`src/rtl/pair_reduce_pkg.sv`:
```
// pair_reduce_pkg: FSM states and result-slot indices; PAIR_REDUCE_MINMAX_EN adds the max/min slots.
package pair_reduce_pkg;
    typedef enum logic [2:0] {
        IDLE    = 3'd0,
        CALL    = 3'd1,
        COLLECT = 3'd2,
        EMIT    = 3'd3,
        DONE    = 3'd4
    } state_t;
    localparam int RES_COUNT = 0;
    localparam int RES_SUM0  = 1;
    localparam int RES_SUM1  = 2;
`ifdef PAIR_REDUCE_MINMAX_EN
    localparam int RES_MAX = 3;
    localparam int RES_MIN = 4;
    localparam int N_RES   = 5;
`else
    localparam int N_RES   = 3;
`endif
endpackage

```
`src/rtl/pair_accum.sv`:
```
// pair_accum: wrapping count/sum accumulator with look-ahead totals; PAIR_REDUCE_MINMAX_EN adds max/min of in_0.
module pair_accum
    import pair_reduce_pkg::*;
#(
    parameter int WIDTH = 32
) (
    input  logic                    _clock,
    input  logic                    clear,
    input  logic                    accept,
    input  logic signed [WIDTH-1:0] in_0,
    input  logic signed [WIDTH-1:0] in_1,
    output logic signed [WIDTH-1:0] totals [N_RES]
);
    logic signed [WIDTH-1:0] acc [N_RES];
    // totals already include the pair accepted on this edge, so the FSM can latch final results directly
    always_comb begin
        totals[RES_COUNT] = acc[RES_COUNT] + WIDTH'(accept);
        totals[RES_SUM0]  = accept ? acc[RES_SUM0] + in_0 : acc[RES_SUM0];
        totals[RES_SUM1]  = accept ? acc[RES_SUM1] + in_1 : acc[RES_SUM1];
`ifdef PAIR_REDUCE_MINMAX_EN
        totals[RES_MAX]   = (accept && in_0 > acc[RES_MAX]) ? in_0 : acc[RES_MAX];
        totals[RES_MIN]   = (accept && in_0 < acc[RES_MIN]) ? in_0 : acc[RES_MIN];
`endif
    end
    always_ff @(posedge _clock) begin
        if (clear) begin
            acc[RES_COUNT] <= '0;
            acc[RES_SUM0]  <= '0;
            acc[RES_SUM1]  <= '0;
`ifdef PAIR_REDUCE_MINMAX_EN
            acc[RES_MAX]   <= {1'b1, {(WIDTH-1){1'b0}}};
            acc[RES_MIN]   <= {1'b0, {(WIDTH-1){1'b1}}};
`endif
        end else begin
            acc <= totals;
        end
    end
endmodule

```
`src/rtl/pair_reduce.sv`:
```
// pair_reduce: drives an upstream ready/valid generator and reduces its pairs to count/sum0/sum1 (PAIR_REDUCE_MINMAX_EN adds _3/_4).
module pair_reduce
    import pair_reduce_pkg::*;
#(
    parameter int WIDTH = 32
) (
    input  logic                    _clock,
    input  logic                    _reset,
    input  logic signed [WIDTH-1:0] arg0,
    input  logic signed [WIDTH-1:0] arg1,
    input  logic signed [WIDTH-1:0] arg2,
    input  logic                    _start,
    input  logic                    _ready,
    output logic                    _valid,
    output logic                    _done,
    output logic signed [WIDTH-1:0] _0,
    output logic signed [WIDTH-1:0] _1,
    output logic signed [WIDTH-1:0] _2,
`ifdef PAIR_REDUCE_MINMAX_EN
    output logic signed [WIDTH-1:0] _3,
    output logic signed [WIDTH-1:0] _4,
`endif
    output logic        [WIDTH-1:0] _in_arg0,
    output logic        [WIDTH-1:0] _in_arg1,
    output logic        [WIDTH-1:0] _in_arg2,
    output logic                    _in_start,
    output logic                    _in_ready,
    input  logic                    _in_valid,
    input  logic                    _in_done,
    input  logic signed [WIDTH-1:0] _in_0,
    input  logic signed [WIDTH-1:0] _in_1
);
    state_t state;
    logic clear, accept;
    logic signed [WIDTH-1:0] totals [N_RES];
    assign clear  = _start || !_reset;
    assign accept = !clear && state == COLLECT && _in_ready && _in_valid;
    assign _done  = state == DONE;
    pair_accum #(.WIDTH(WIDTH)) u_accum (
        ._clock (_clock),
        .clear  (clear),
        .accept (accept),
        .in_0   (_in_0),
        .in_1   (_in_1),
        .totals (totals)
    );
    // _start outranks _reset so a caller can restart straight out of a reset cycle
    always_ff @(posedge _clock) begin
        if (_start) begin
            _in_arg0  <= arg0;
            _in_arg1  <= arg1;
            _in_arg2  <= arg2;
            _in_start <= 1'b1;
            _in_ready <= 1'b0;
            _valid    <= 1'b0;
            state     <= CALL;
        end else if (!_reset) begin
            _in_start <= 1'b0;
            _in_ready <= 1'b0;
            _valid    <= 1'b0;
            _0        <= '0;
            _1        <= '0;
            _2        <= '0;
`ifdef PAIR_REDUCE_MINMAX_EN
            _3        <= '0;
            _4        <= '0;
`endif
            state     <= DONE;
        end else begin
            case (state)
                CALL: begin
                    _in_start <= 1'b0;
                    _in_ready <= 1'b1;
                    state     <= COLLECT;
                end
                COLLECT: if (_in_done) begin
                    _0        <= totals[RES_COUNT];
                    _1        <= totals[RES_SUM0];
                    _2        <= totals[RES_SUM1];
`ifdef PAIR_REDUCE_MINMAX_EN
                    _3        <= totals[RES_MAX];
                    _4        <= totals[RES_MIN];
`endif
                    _valid    <= 1'b1;
                    _in_ready <= 1'b0;
                    state     <= EMIT;
                end
                EMIT: if (_ready) begin
                    _valid <= 1'b0;
                    state  <= DONE;
                end
                DONE: state <= DONE;
                default: begin
                    _in_start <= 1'b0;
                    _in_ready <= 1'b0;
                    _valid    <= 1'b0;
                    _0        <= '0;
                    _1        <= '0;
                    _2        <= '0;
`ifdef PAIR_REDUCE_MINMAX_EN
                    _3        <= '0;
                    _4        <= '0;
`endif
                    state     <= IDLE;
                end
            endcase
        end
    end
endmodule

```
`config.mk`:
```
export PLATFORM = sky130hd
export DESIGN_NAME = pair_reduce
export DESIGN_NICKNAME = d
export VERILOG_FILES = /design/src/rtl/pair_reduce_pkg.sv /design/src/rtl/pair_accum.sv /design/src/rtl/pair_reduce.sv
export SDC_FILE = /design/constraint.sdc
export NUM_CORES = 1
export LEC_CHECK = 0
export CAP_MARGIN = 20
export CORE_MARGIN = 2
export CORE_UTILIZATION = 40
export CTS_CLUSTER_SIZE = 8
export DETAILED_ROUTE_END_ITERATION = 16
export PLACE_DENSITY = 0.76
export SLEW_MARGIN = 20
export SYNTH_ARGS = -nofsm -noshare
export SYNTH_HDL_FRONTEND = slang
export SYNTH_SLANG_ARGS = --single-unit
```
`constraint.sdc`:
```
create_clock -name _clock -period 7.95 [get_ports _clock]
set_input_delay 1.59 -clock _clock [delete_from_list [all_inputs] [get_ports _clock]]
set_output_delay 1.59 -clock _clock [all_outputs]
set_load 0.01 [all_outputs]
```
==> flow_metrics.env <==
export IMPL_slew_headroom_pct=32.7
export IMPL_switching_share_pct=22.8
export IMPL_startpoint="_in_1[0]"
export IMPL_die_w_microns=190
export IMPL_worstSetupEndpointType="register"
export IMPL_rows=68
export IMPL_dp_hpwl_microns=31700
export IMPL_crit_end="_2[30]"
export IMPL_start_kind="input pin"
export IMPL_grt_pass1_vias=11015
export IMPL_register_area_sq_mm=0.00781
export IMPL_synth_edf_count=192
export IMPL_status="finished, final reports clean"
export IMPL_period_share_pct=54.3
export IMPL_ys_seq_elements=294
export IMPL_clockBufferDepth=3
export IMPL_p_clk_share_pct=44.0
export IMPL_cp_max_fo=3
export IMPL_p_comb_share_pct=10.1
export IMPL_ctsHoldBuffers=0
export IMPL_hold_ws_ns=0.464
export IMPL_htree_num_levels=2
export IMPL_place_gp_congestion=0.891
export IMPL_syn_nets=1533
export IMPL_post_cts_setup_buffer_count=0
export IMPL_slowest_stage="o41ai_2"
export IMPL_rrSetupSlack_ns=4.70
export IMPL_yosys_warnings=0
export IMPL_cts_resized=0
export IMPL_setup_ws_ns=3.63
export IMPL_dieArea_sq_mm=0.0360
export IMPL_tightest_slew_ns=1.01
export IMPL_synth_seq_area_share_pct=56.5
export IMPL_netlist_cell_type_count=67
export IMPL_port_buffers=361
export IMPL_crit_required_ns=8.19
export IMPL_synth_area_sq_mm=0.0138
export IMPL_setup_viol=0
export IMPL_critPathTopFamily="compound AO/OA/AOI/OAI gates"
export IMPL_antenna_found_initial=15
export IMPL_viasPerCell=5.32
export IMPL_nets=1894
export IMPL_intPower_mw=2.91
export IMPL_crit_path_max_incr_delay_ns=0.50
export IMPL_clkTransAtPathRegs_ns=0.05
export IMPL_clkSinkCount=294
export IMPL_hold_viol=0
export IMPL_cts_buffers=42
export IMPL_rsz0062_at_grt="no"
export IMPL_fmax_mhz=232
export IMPL_dp_slack_ns=3.11
export IMPL_first_iter_violations=742
export IMPL_reg2regPathDepth=13
export IMPL_synth_cells=1301
export IMPL_syn_mean_instance_area_sq_um=10.6
export IMPL_r2r_end="_0[18]"
export IMPL_core_sq_mm=0.0343
export IMPL_p_per_area_mw_per_mm2=197
export IMPL_reg2reg_from="state[2]"
export IMPL_initial_core_util_pct=40.3
export IMPL_grt_pass1_wl_microns=62900
export IMPL_p_sw_mw=0.861
export IMPL_cts_root_buf="clkbuf_16"
export IMPL_final_cells=2155
export IMPL_ys_flop_type="edfxtp_1"
export IMPL_async_flop_share_pct=0
export IMPL_multi_input_area_sq_mm=0.00574
export IMPL_overflow=0
export IMPL_fin_crit_ns=4.32
export IMPL_power_frac_seq_pct=45.8
export IMPL_drive_gt1_share_pct=4.78
export IMPL_drv_slew=0
export IMPL_grt_start_max_net_pins=84
export IMPL_fillers=2895
export IMPL_cp_depth=11
export IMPL_leakage_nw=7.15
export IMPL_maxCapViolCount=0
export IMPL_utilization_pct=55.8
export IMPL_wl_per_cell_microns=19.7
export IMPL_irDropWorstVdd_mv=0.128
export IMPL_synthToLayoutAreaGrowth_pct=38.4
export IMPL_die_h_microns=190
export IMPL_crit_type="in -> reg"
export IMPL_skew_ns=0.0120
export IMPL_path_buf_inv=1
export IMPL_vias=11463
export IMPL_firstDrtPassIters=4
export IMPL_placed_cells=2073
export IMPL_drcViolationCount=0
export IMPL_cts_tree="done"
export IMPL_drt_total_wl_microns=42500
export IMPL_hp_class="reg -> reg"
export IMPL_ios=362
export IMPL_crit_arrival_ns=4.56
export IMPL_fin_setup_tns_ns=0
export IMPL_cp_cell_sequence="clkdlybuf4s50_1, ha_1, fa_1, a21o_1, a311o_1, nand4b_1, a21oi_1, o41ai_2, o31ai_1, xnor2_1, o21ai_0"
export IMPL_ant_nets=0
export IMPL_grt_use_total_pct=22.9
export IMPL_clock_latency_ns=0.54
-- worst register-to-register path, cell delays in order (launching register included) --
cell	delay (ns)
dfxtp_1	0.37
nand2b_1	0.18
nor2_1	0.37
and3_1	0.22
buf_4	0.30
nand2_2	0.10
inv_1	0.08
ha_1	0.21
ha_1	0.21
and3_1	0.24
and3_1	0.27
nand4_1	0.15
xor2_1	0.21
nor2_1	0.07
-- kinds of logic after synthesis --
group,synth area share (%)
simple gates,15.6
compound gates,13.9
flops,56.5
xor+xnor,4.82
buf+inv,2.16
fa+ha+maj,6.09
mux,0.879
-- flip-flops by register name (all words and copies together), names as in the netlist --
| name | cells |
|---|---|
| _0 | 32 |
| _1 | 32 |
| _2 | 32 |
| _in_arg0 | 32 |
| _in_arg1 | 32 |
| _in_arg2 | 32 |
| _in_ready | 1 |
| _in_start | 1 |
| _valid | 1 |
| state | 3 |
| u_accum.acc | 96 |
-- Yosys cell counts (all sizes together) (4+ instances only) --
cell | n | area (sq um)
a211oi | 8 | 65.1
a21o | 38 | 285
a21oi | 117 | 589
a22o | 5 | 43.8
a31o | 4 | 35.0
a31oi | 12 | 81.3
and2 | 14 | 87.6
and3 | 20 | 125
and4 | 6 | 52.6
buf | 17 | 83.8
clkbuf | 38 | 143
dfxtp | 102 | 2040
edfxtp | 192 | 5770
ha | 64 | 801
inv | 19 | 71.3
mux2i | 11 | 110
nand2 | 147 | 552
nand2b | 8 | 50.1
nand3 | 39 | 195
nand4 | 27 | 169
nor2 | 170 | 638
nor2b | 9 | 56.3
nor3 | 12 | 60.1
nor4 | 6 | 37.5
o211ai | 12 | 95.1
o21a | 10 | 75.1
o21ai | 57 | 289
o21bai | 8 | 60.1
o31a | 4 | 36.3
o31ai | 5 | 37.5
or3 | 5 | 31.3
or4 | 4 | 30.0
xnor2 | 43 | 377
xor2 | 33 | 289
-- layout by cell type (no fill, tap or decap), drive strengths merged, types with 9 or more instances in the layout --
cell / count
nor2: 170
ha: 64
edfxtp: 192
nand2: 147
nand4: 27
mux2i: 11
o211ai: 12
a21o: 38
a31oi: 12
o21ai: 57
a21oi: 117
nor2b: 9
buf: 12
clkdlybuf4s50: 360
and3: 20
inv: 21
and2: 14
nand3: 39
xnor2: 43
clkbuf: 73
dfxtp: 102
xor2: 33
nor3: 12
o21a: 10
-- routing by layer --
layer | vias to the layer above | GRT usage [%] | wire [microns]
li1 | 5481 | - | -
met1 | 5447 | 26.1 | 16100
met2 | 445 | 41.8 | 22000
met3 | 84 | 5.39 | 3130
met4 | 6 | 7.93 | 1270
met5 | - | 0 | 37
-- per-stage QoR --
step	instance area, sq um	power, mW
floorplan	13800	1.88
global placement	17900	2.14
detailed placement	17900	2.14
CTS	19100	3.81
global route	19100	3.90
finish	19100	3.77
-- worst min-delay path by stage --
stage / start / to / slack (ns) / depth (start not counted)
2_1_floorplan: u_accum.acc[18] / u_accum.acc[18] / 0.44 / 2
3_3_place_gp: u_accum.acc[22] / u_accum.acc[22] / 0.45 / 2
3_5_place_dp: u_accum.acc[50] / u_accum.acc[50] / 0.46 / 2
4_1_cts: u_accum.acc[50] / u_accum.acc[50] / 0.46 / 2
5_1_grt: u_accum.acc[22] / u_accum.acc[22] / 0.49 / 2
6_report: u_accum.acc[50] / u_accum.acc[50] / 0.46 / 2
-- layout make-up --
type / count / share of cell area (%)
Antenna cell: 6 / 0.0785
Clock buffer: 73 / 6.11
Clock inverter: 3 / 0.295
Inverter: 19 / 0.373
Multi-Input combinational cell: 933 / 30.0
Sequential cell: 294 / 40.8
Tap cell: 455 / 2.98
Timing Repair Buffer: 372 / 19.3
-- power groups by stage --
stage / Combinational [mW] / Sequential [mW] / Clock, mW
2_1_floorplan: 0.0814 / 1.80 / 0
3_3_place_gp: 0.380 / 1.76 / 0
3_5_place_dp: 0.383 / 1.76 / 0
4_1_cts: 0.385 / 1.73 / 1.70
5_1_grt: 0.406 / 1.73 / 1.76
6_report: 0.382 / 1.73 / 1.66
Power figures use the tool's default switching activity.
